===== config.mk =====
export PLATFORM = sky130hd
export DESIGN_NAME = ring_osc_nand2_monitor
export DESIGN_NICKNAME = d
export VERILOG_FILES = /design/src/rtl/ring_osc_nand2_monitor.sv
export SDC_FILE = /design/constraint.sdc
export NUM_CORES = 1
export LEC_CHECK = 0
export CAP_MARGIN = 30
export CORE_MARGIN = 3
export CORE_UTILIZATION = 55
export CTS_CLUSTER_SIZE = 10
export DETAILED_ROUTE_END_ITERATION = 8
export MAX_ROUTING_LAYER = met4
export PLACE_DENSITY = 0.8
export RECOVER_POWER = 25
export SYNTH_ARGS = -nofsm -noshare
export SYNTH_HDL_FRONTEND = slang
export SYNTH_SLANG_ARGS = --single-unit

===== constraint.sdc =====
create_clock -name clk -period 2.5 [get_ports clk]
set_input_delay 0.5 -clock clk [delete_from_list [all_inputs] [get_ports clk]]
set_output_delay 0.5 -clock clk [all_outputs]
set_load 0.1 [all_outputs]

===== src/rtl/ring_osc_nand2_monitor.sv =====
// Ring-oscillator speed monitor: enables the nand2 ring, then counts synchronized osc_in edges over a window of clk cycles.
// Build option: define RO_MON_BOTH_EDGES_EN to count rising and falling edges (half-period resolution).
module ring_osc_nand2_monitor #(
    parameter int CNT_W       = 16,
    parameter int WIN_W       = 16,
    parameter int SETTLE_CYC  = 8,
    parameter int SYNC_STAGES = 2
) (
    input  logic             clk,
    input  logic             rst,
    input  logic             start,
    input  logic [WIN_W-1:0] window,
    input  logic             osc_in,
    output logic             osc_en,
    output logic             busy,
    output logic             done,
    output logic [CNT_W-1:0] count,
    output logic             ovf
);
    // state    | meaning
    // IDLE     | waiting for start, last result held
    // SETTLE   | ring enabled, synchronizer filling, edges ignored
    // MEASURE  | counting edges for the captured window
    // FINISH   | ring off, one-cycle done pulse
    localparam logic [1:0] S_IDLE    = 2'd0;
    localparam logic [1:0] S_SETTLE  = 2'd1;
    localparam logic [1:0] S_MEASURE = 2'd2;
    localparam logic [1:0] S_FINISH  = 2'd3;

    localparam int SET_W = $clog2(SETTLE_CYC + 1);
    localparam int TMR_W = (WIN_W > SET_W) ? WIN_W : SET_W;
    localparam logic [TMR_W-1:0] SETTLE_LOAD = TMR_W'(SETTLE_CYC - 1);

    logic [1:0]             state;
    logic [TMR_W-1:0]       tmr;
    logic [WIN_W-1:0]       win_q;
    logic [SYNC_STAGES-1:0] sync_q;
    logic                   prev_q;
    logic                   synced;
    logic                   osc_edge;
    logic                   tmr_tc;

    assign synced = sync_q[SYNC_STAGES-1];
    assign tmr_tc = (tmr == '0);

`ifdef RO_MON_BOTH_EDGES_EN
    assign osc_edge = synced ^ prev_q;
`else
    assign osc_edge = synced & ~prev_q;
`endif

    assign osc_en = (state == S_SETTLE) || (state == S_MEASURE);
    assign busy   = (state != S_IDLE);
    assign done   = (state == S_FINISH);

    always_ff @(posedge clk) begin
        if (rst) begin
            state <= S_IDLE;
            tmr   <= '0;
            win_q <= '0;
        end else begin
            case (state)
                S_IDLE: begin
                    if (start) begin
                        win_q <= window;
                        if (window == '0) begin
                            state <= S_FINISH;
                        end else begin
                            state <= S_SETTLE;
                            tmr   <= SETTLE_LOAD;
                        end
                    end
                end
                S_SETTLE: begin
                    if (tmr_tc) begin
                        state <= S_MEASURE;
                        tmr   <= TMR_W'(win_q) - TMR_W'(1);
                    end else begin
                        tmr <= tmr - TMR_W'(1);
                    end
                end
                S_MEASURE: begin
                    if (tmr_tc) begin
                        state <= S_FINISH;
                    end else begin
                        tmr <= tmr - TMR_W'(1);
                    end
                end
                default: state <= S_IDLE;
            endcase
        end
    end

    // History follows the synced value in every state, so a level already high when MEASURE begins is not an edge.
    always_ff @(posedge clk) begin
        if (rst) begin
            sync_q <= '0;
            prev_q <= 1'b0;
        end else begin
            sync_q <= {sync_q[SYNC_STAGES-2:0], osc_in};
            prev_q <= synced;
        end
    end

    always_ff @(posedge clk) begin
        if (rst) begin
            count <= '0;
            ovf   <= 1'b0;
        end else if ((state == S_IDLE) && start) begin
            count <= '0;
            ovf   <= 1'b0;
        end else if ((state == S_MEASURE) && osc_edge) begin
            if (&count) begin
                ovf <= 1'b1;
            end else begin
                count <= count + CNT_W'(1);
            end
        end
    end

endmodule


# Yosys cells after proc, flatten, opt, wreduce, memory -nomap -nowiden
# Cells that the tools add are included.
dict set report word_totals {
  regBits 54
  latch_bits 0
  ram_bits 0
  rom_bits 0
  in_bits 20
  output_inout_bits 20
  elab_cells 46
  memories 0
}
dict set report op_classes {
  add_sub_neg 3
  n_mul 0
  div 0
  n_lt_le_gt_ge 0
  n_eq_ne 8
  shift 0
  mux 10
  bitwise 3
  reduce_logical 15
}
# operator count
set ops {}
lappend ops {{16-bit two-way mux} 4}
lappend ops {{16-bit one-hot mux with 3 select lines} 1}
lappend ops {{16-bit zero test} 2}
lappend ops {{16-bit by 1-bit subtractor with 16-bit output (second input constant)} 2}
lappend ops {{17-bit AND reduction} 1}
lappend ops {{16-bit by 1-bit adder with 16-bit output (second input constant)} 1}
lappend ops {{16-bit AND reduction} 1}
lappend ops {{2-bit != test (second input constant)} 5}
lappend ops {{2-bit two-way mux} 4}
lappend ops {{2-bit one-hot mux with 3 select lines} 1}
lappend ops {{2-bit equality test (second input constant)} 2}
lappend ops {{2-bit AND reduction} 2}
lappend ops {{4-bit AND reduction} 1}
lappend ops {{3-bit AND reduction} 1}
lappend ops {{3-bit nonzero test} 1}
lappend ops {{2-bit by 1-bit equality test with 1-bit output (second input constant)} 1}
lappend ops {{1-bit logical AND} 2}
lappend ops {{2-bit zero test} 1}
lappend ops {{1-bit inverter} 2}
lappend ops {{2-bit nonzero test} 1}
lappend ops {{2-bit OR reduction} 1}
lappend ops {{1-bit AND} 1}
lappend ops {{1-bit logical OR} 1}

# Longest topological paths before layout
dict set report depth {
  word_depth 4
  mapped_depth 9
  mapped_depth_nobuf 8
}

# Worst setup path after synthesis
# Ideal clock, no wire load.
dict set report synth_path {
  path_kind {reg-to-reg}
  from {register count[0]}
  to {register count[9]}
  setup_ps 67
  arrival_ps 2321
  required_ps 2433
  setup_slack_ps 112
  path_stages_with_launch 8
  n_path_buf 0
  synth_period_minus_slack_ps 2388
  cell_sequence {dfxtp_1 > ha_1 > nand2_1 > nor3_1 > a211oi_1 > nand4_1 > xor2_1 > nor2_1}
}
dict set report synth_between {
  elab_chain_len 3
  word_cells_on_any_way 4
  cone_classes {1 x add/sub; 1 x bitwise; 2 x reduce/logical}
}
# element line_no
set synth_rtl {}
lappend synth_rtl {{from (decl)} 17} ;# output logic [CNT_W-1:0] count,
lappend synth_rtl {{from (signal assigned)} 116} ;# count <= count + CNT_W'(1);
lappend synth_rtl {{parallel branches: the longest is 3 deep, another holds 16-bit by 1-bit adder with 16-bit output} -}
# Parallel ways; which one is timed is not known.
# A chain may end at the register's enable or synchronous reset.

# Worst setup path after layout
dict set report layout_path {
  from {register tmr[0]}
  to {register tmr[0]}
}
dict set report layout_between {
  elab_chain_len 3
  word_cells_on_any_way 7
  cone_classes {1 x add/sub; 1 x eq/ne; 3 x mux; 2 x reduce/logical}
}
# element line_no
set layout_rtl {}
lappend layout_rtl {{from (decl)} 35} ;# logic [TMR_W-1:0] tmr;
lappend layout_rtl {{from (signal assigned)} 77} ;# tmr <= TMR_W'(win_q) - TMR_W'(1);
lappend layout_rtl {{from (signal assigned)} 79} ;# tmr <= tmr - TMR_W'(1);
lappend layout_rtl {{from (signal assigned)} 86} ;# tmr <= tmr - TMR_W'(1);
lappend layout_rtl {{16-bit by 1-bit subtractor with 16-bit output / 16-bit zero test (equally long branches)} {79, 86, 44}}
lappend layout_rtl {{16-bit two-way mux (tied with other cells)} 83} ;# if (tmr_tc) begin
lappend layout_rtl {{16-bit one-hot mux with 3 select lines / 4-bit AND reduction (equally long branches)} -}
# Several ways; a longest one is shown, not always the timed one. The select of a mux whose other input is x is not followed.

==> flow_summary.toml <==
[logic_synthesis]
ys_types = 56
synth_edf_count = 0
yosysSeqAreaShare_pct = 35.8
synth-warning-count = 0
yosysTopAreaCell = "dfxtp_1"
synth.most_common_cell = "nand2_1"
syn_inst = 372
ys_ff_latch = 54
synth_common_cells = "61 x nand2_1, 54 x dfxtp_1, 36 x nor2_1"
syn_area_per_cell_um2 = 8.12
synth_top_area_share_pct = 35.8
synth_flop_cell = "dfxtp_1"
syn_nets = 399
synth.area.top_cells = "dfxtp_1 36%, nand2_1 7.6%, a21oi_1 5.0%"
synthArstFlopShare_pct = 0
synth_area_um2 = 3020

[status]
status = "finished clean"

[final_layout]
fin_nets = 442
final_util_pct = 67.7
syn_to_final_growth_pct = 16.6
drive_gt1_share_pct = 9.88
diodes = 0

[run]
cap_viol_max_count = 0

[floorplan]
io_pins = 40
dieArea_um2 = 6420
rows = 26
die_w_um = 80.1
die_y_um = 80.1
coreArea_um2 = 5200
initial_core_util_pct = 58.1

[min_path]
hold_class = "reg2reg"

[detailed_routing]
postRouteAntennaNets = 0
drt_iter0_drc = 191
drc_errors = 0
wl_mm = 7.53
drt-vias-per-instance = 5.83
avgRoutedWirePerCell_um = 15.5
firstDrtPassIters = 5
vias = 2828

[timing]
slew_headroom_pct = 22.3
setup_tns_ns = 0
min_period_over_period_pct = 90.8
rsz0062_at_grt = "no"
worst_pin_slew_ns = 1.17
min_period_ns = 2.27
fin_skew_ns = 0.00745
max_freq_ghz = 0.441
final-setup-viol-count = 0
drv_slew = 0
hold_viol = 0

[grt]
track_usage_pct = 24.9
grt_max_degree = 23
grt_overflow = 0
grt_pass1_vias = 2679
antenna_found_initial = 0
grt_pass1_wl_mm = 12.3

[power_and_ir_drop]
p_per_area_nw_per_um2 = 1070
ir_worst_vdd_uv = 594
p_leak_nw = 1.29

[cts]
cts_tree = "built"
htree_levels = 2
cts_inserted_buffers = 5
clock_latency_ns = 0.31
cts.sinks = 54
cts_hold_buf = 0
ctsLongestPathBuffers = 2
clockRootBuffer = "clkbuf_8"
cts.clk_slew.worst_paths_ns = 0.09

[placed_design]
routabilityCongestion = 0.927
port_buffers = 39
place_hpwl_mm = 5.71

[setup_path]
crit_type = "reg2reg"
path_max_fanout = 5
cp.arrival_ns = 2.45
end_kind = "flop"
crit_path_max_incr_delay_ns = 0.42
critical_path.cell_chain = "inv_1, ha_1, nor3b_4, nand3_2, o31ai_4, inv_2, a221oi_2, a21oi_1"
crit_path_top_delay_cell = "o31ai_4"
worst_setup_path_start_kind = "flop"
cp.required_ns = 2.68
## per-stage QoR
step	worst slack [ns]	power [mW]	hold slack [ns]	instance area [um2]	std cells
final	0.230	3.78	0.459	3520	485
after global routing	0.0260	4.01	0.469	3520	485
after CTS	0.168	3.74	0.460	3560	485
after detailed placement	0.00379	3.14	0.439	3460	478
after global placement	0.0629	3.10	0.419	3460	478
after floorplan	0.112	2.68	0.414	3020	372
## layer usage
metal / GRT usage, % / vias to the layer above / wire length, um
met5: - / - / 0
li1: - / 1398 / -
met4: 5.57 / 0 / 122
met2: 41.9 / 110 / 3630
met3: 4.93 / 15 / 455
met1: 30.9 / 1305 / 3320
## cell families (layout without fill, tap and decap cells)
kind of cell	count (synthesis)	in the layout	synth area share, %
buffers and inverters	31	74	4.14
muxes	4	4	1.33
DFF	54	54	35.8
AOI/OAI and AO/OA	74	74	17.1
adders and majority gates	7	7	2.90
and+or+nand+nor	168	168	28.9
xor gates and xnor gates	34	34	9.85
## where the power goes
group | switching [mW] | total (mW) | internal [mW] | leakage (nW)
clock | 0.287 | 0.582 | 0.295 | 0.0542
combinational | 1.32 | 2.08 | 0.761 | 0.797
sequential | 0.141 | 1.12 | 0.974 | 0.440
## cell type report
| type | instances | area, um2 |
|---|---|---|
| Fill cell | 488 | 1680 |
| Multi-Input combinational cell | 287 | 1820 |
| Clock buffer | 5 | 68.8 |
| Timing Repair Buffer | 46 | 344 |
| Sequential cell | 54 | 1080 |
| Inverter | 21 | 78.8 |
| Clock inverter | 2 | 38.8 |
| Tap cell | 70 | 87.6 |
## worst max-delay path: cells and delay by family (launching register included)
| kind | cells | cell delay, ns |
|---|---|---|
| flops | 1 | 0.35 |
| fa+ha+maj | 1 | 0.22 |
| simple gates | 2 | 0.53 |
| compound gates | 3 | 0.80 |
| buf+inv | 2 | 0.24 |
## layout by cell type (no fill, tap or decap), types with 3 or more instances in the layout
cell type	instances
nand3_1	11
nor4_1	6
a32o_1	3
nor2_1	36
nand4_1	6
buf_4	14
clkbuf_1	13
xor2_1	17
ha_1	7
nor2b_1	9
xnor2_1	17
o21ai_0	6
a31oi_1	6
a22oi_1	4
inv_1	20
nor3_2	3
nor3_1	10
clkbuf_8	5
clkdlybuf4s50_1	18
dfxtp_1	54
o32ai_1	5
or3_1	5
o22ai_1	3
nand2_1	61
mux2i_1	4
a21oi_1	30
## sequential cells by signal, indices dropped and copies added (netlist names)
register  cells
state         2
tmr          16
prev_q        1
count        16
ovf           1
win_q        16
sync_q        2
## repair_timing
action / in CTS / in global routing
resized for setup: 0 / 1
endpoints found under the setup margin: 0 / 4
setup buffers: 0 / 0
endpoints found under the hold margin: 0 / 0
## final timing paths
kind	cells after the start	endpoint	slack [ns]	start
hold / removal	1	sync_q[1]	0.46	sync_q[0]
setup reg to reg	8	tmr[0]	0.23	tmr[0]
setup / recovery	8	tmr[0]	0.23	tmr[0]
hold reg to reg	1	sync_q[1]	0.46	sync_q[0]
(Power assumes the default switching activity.)
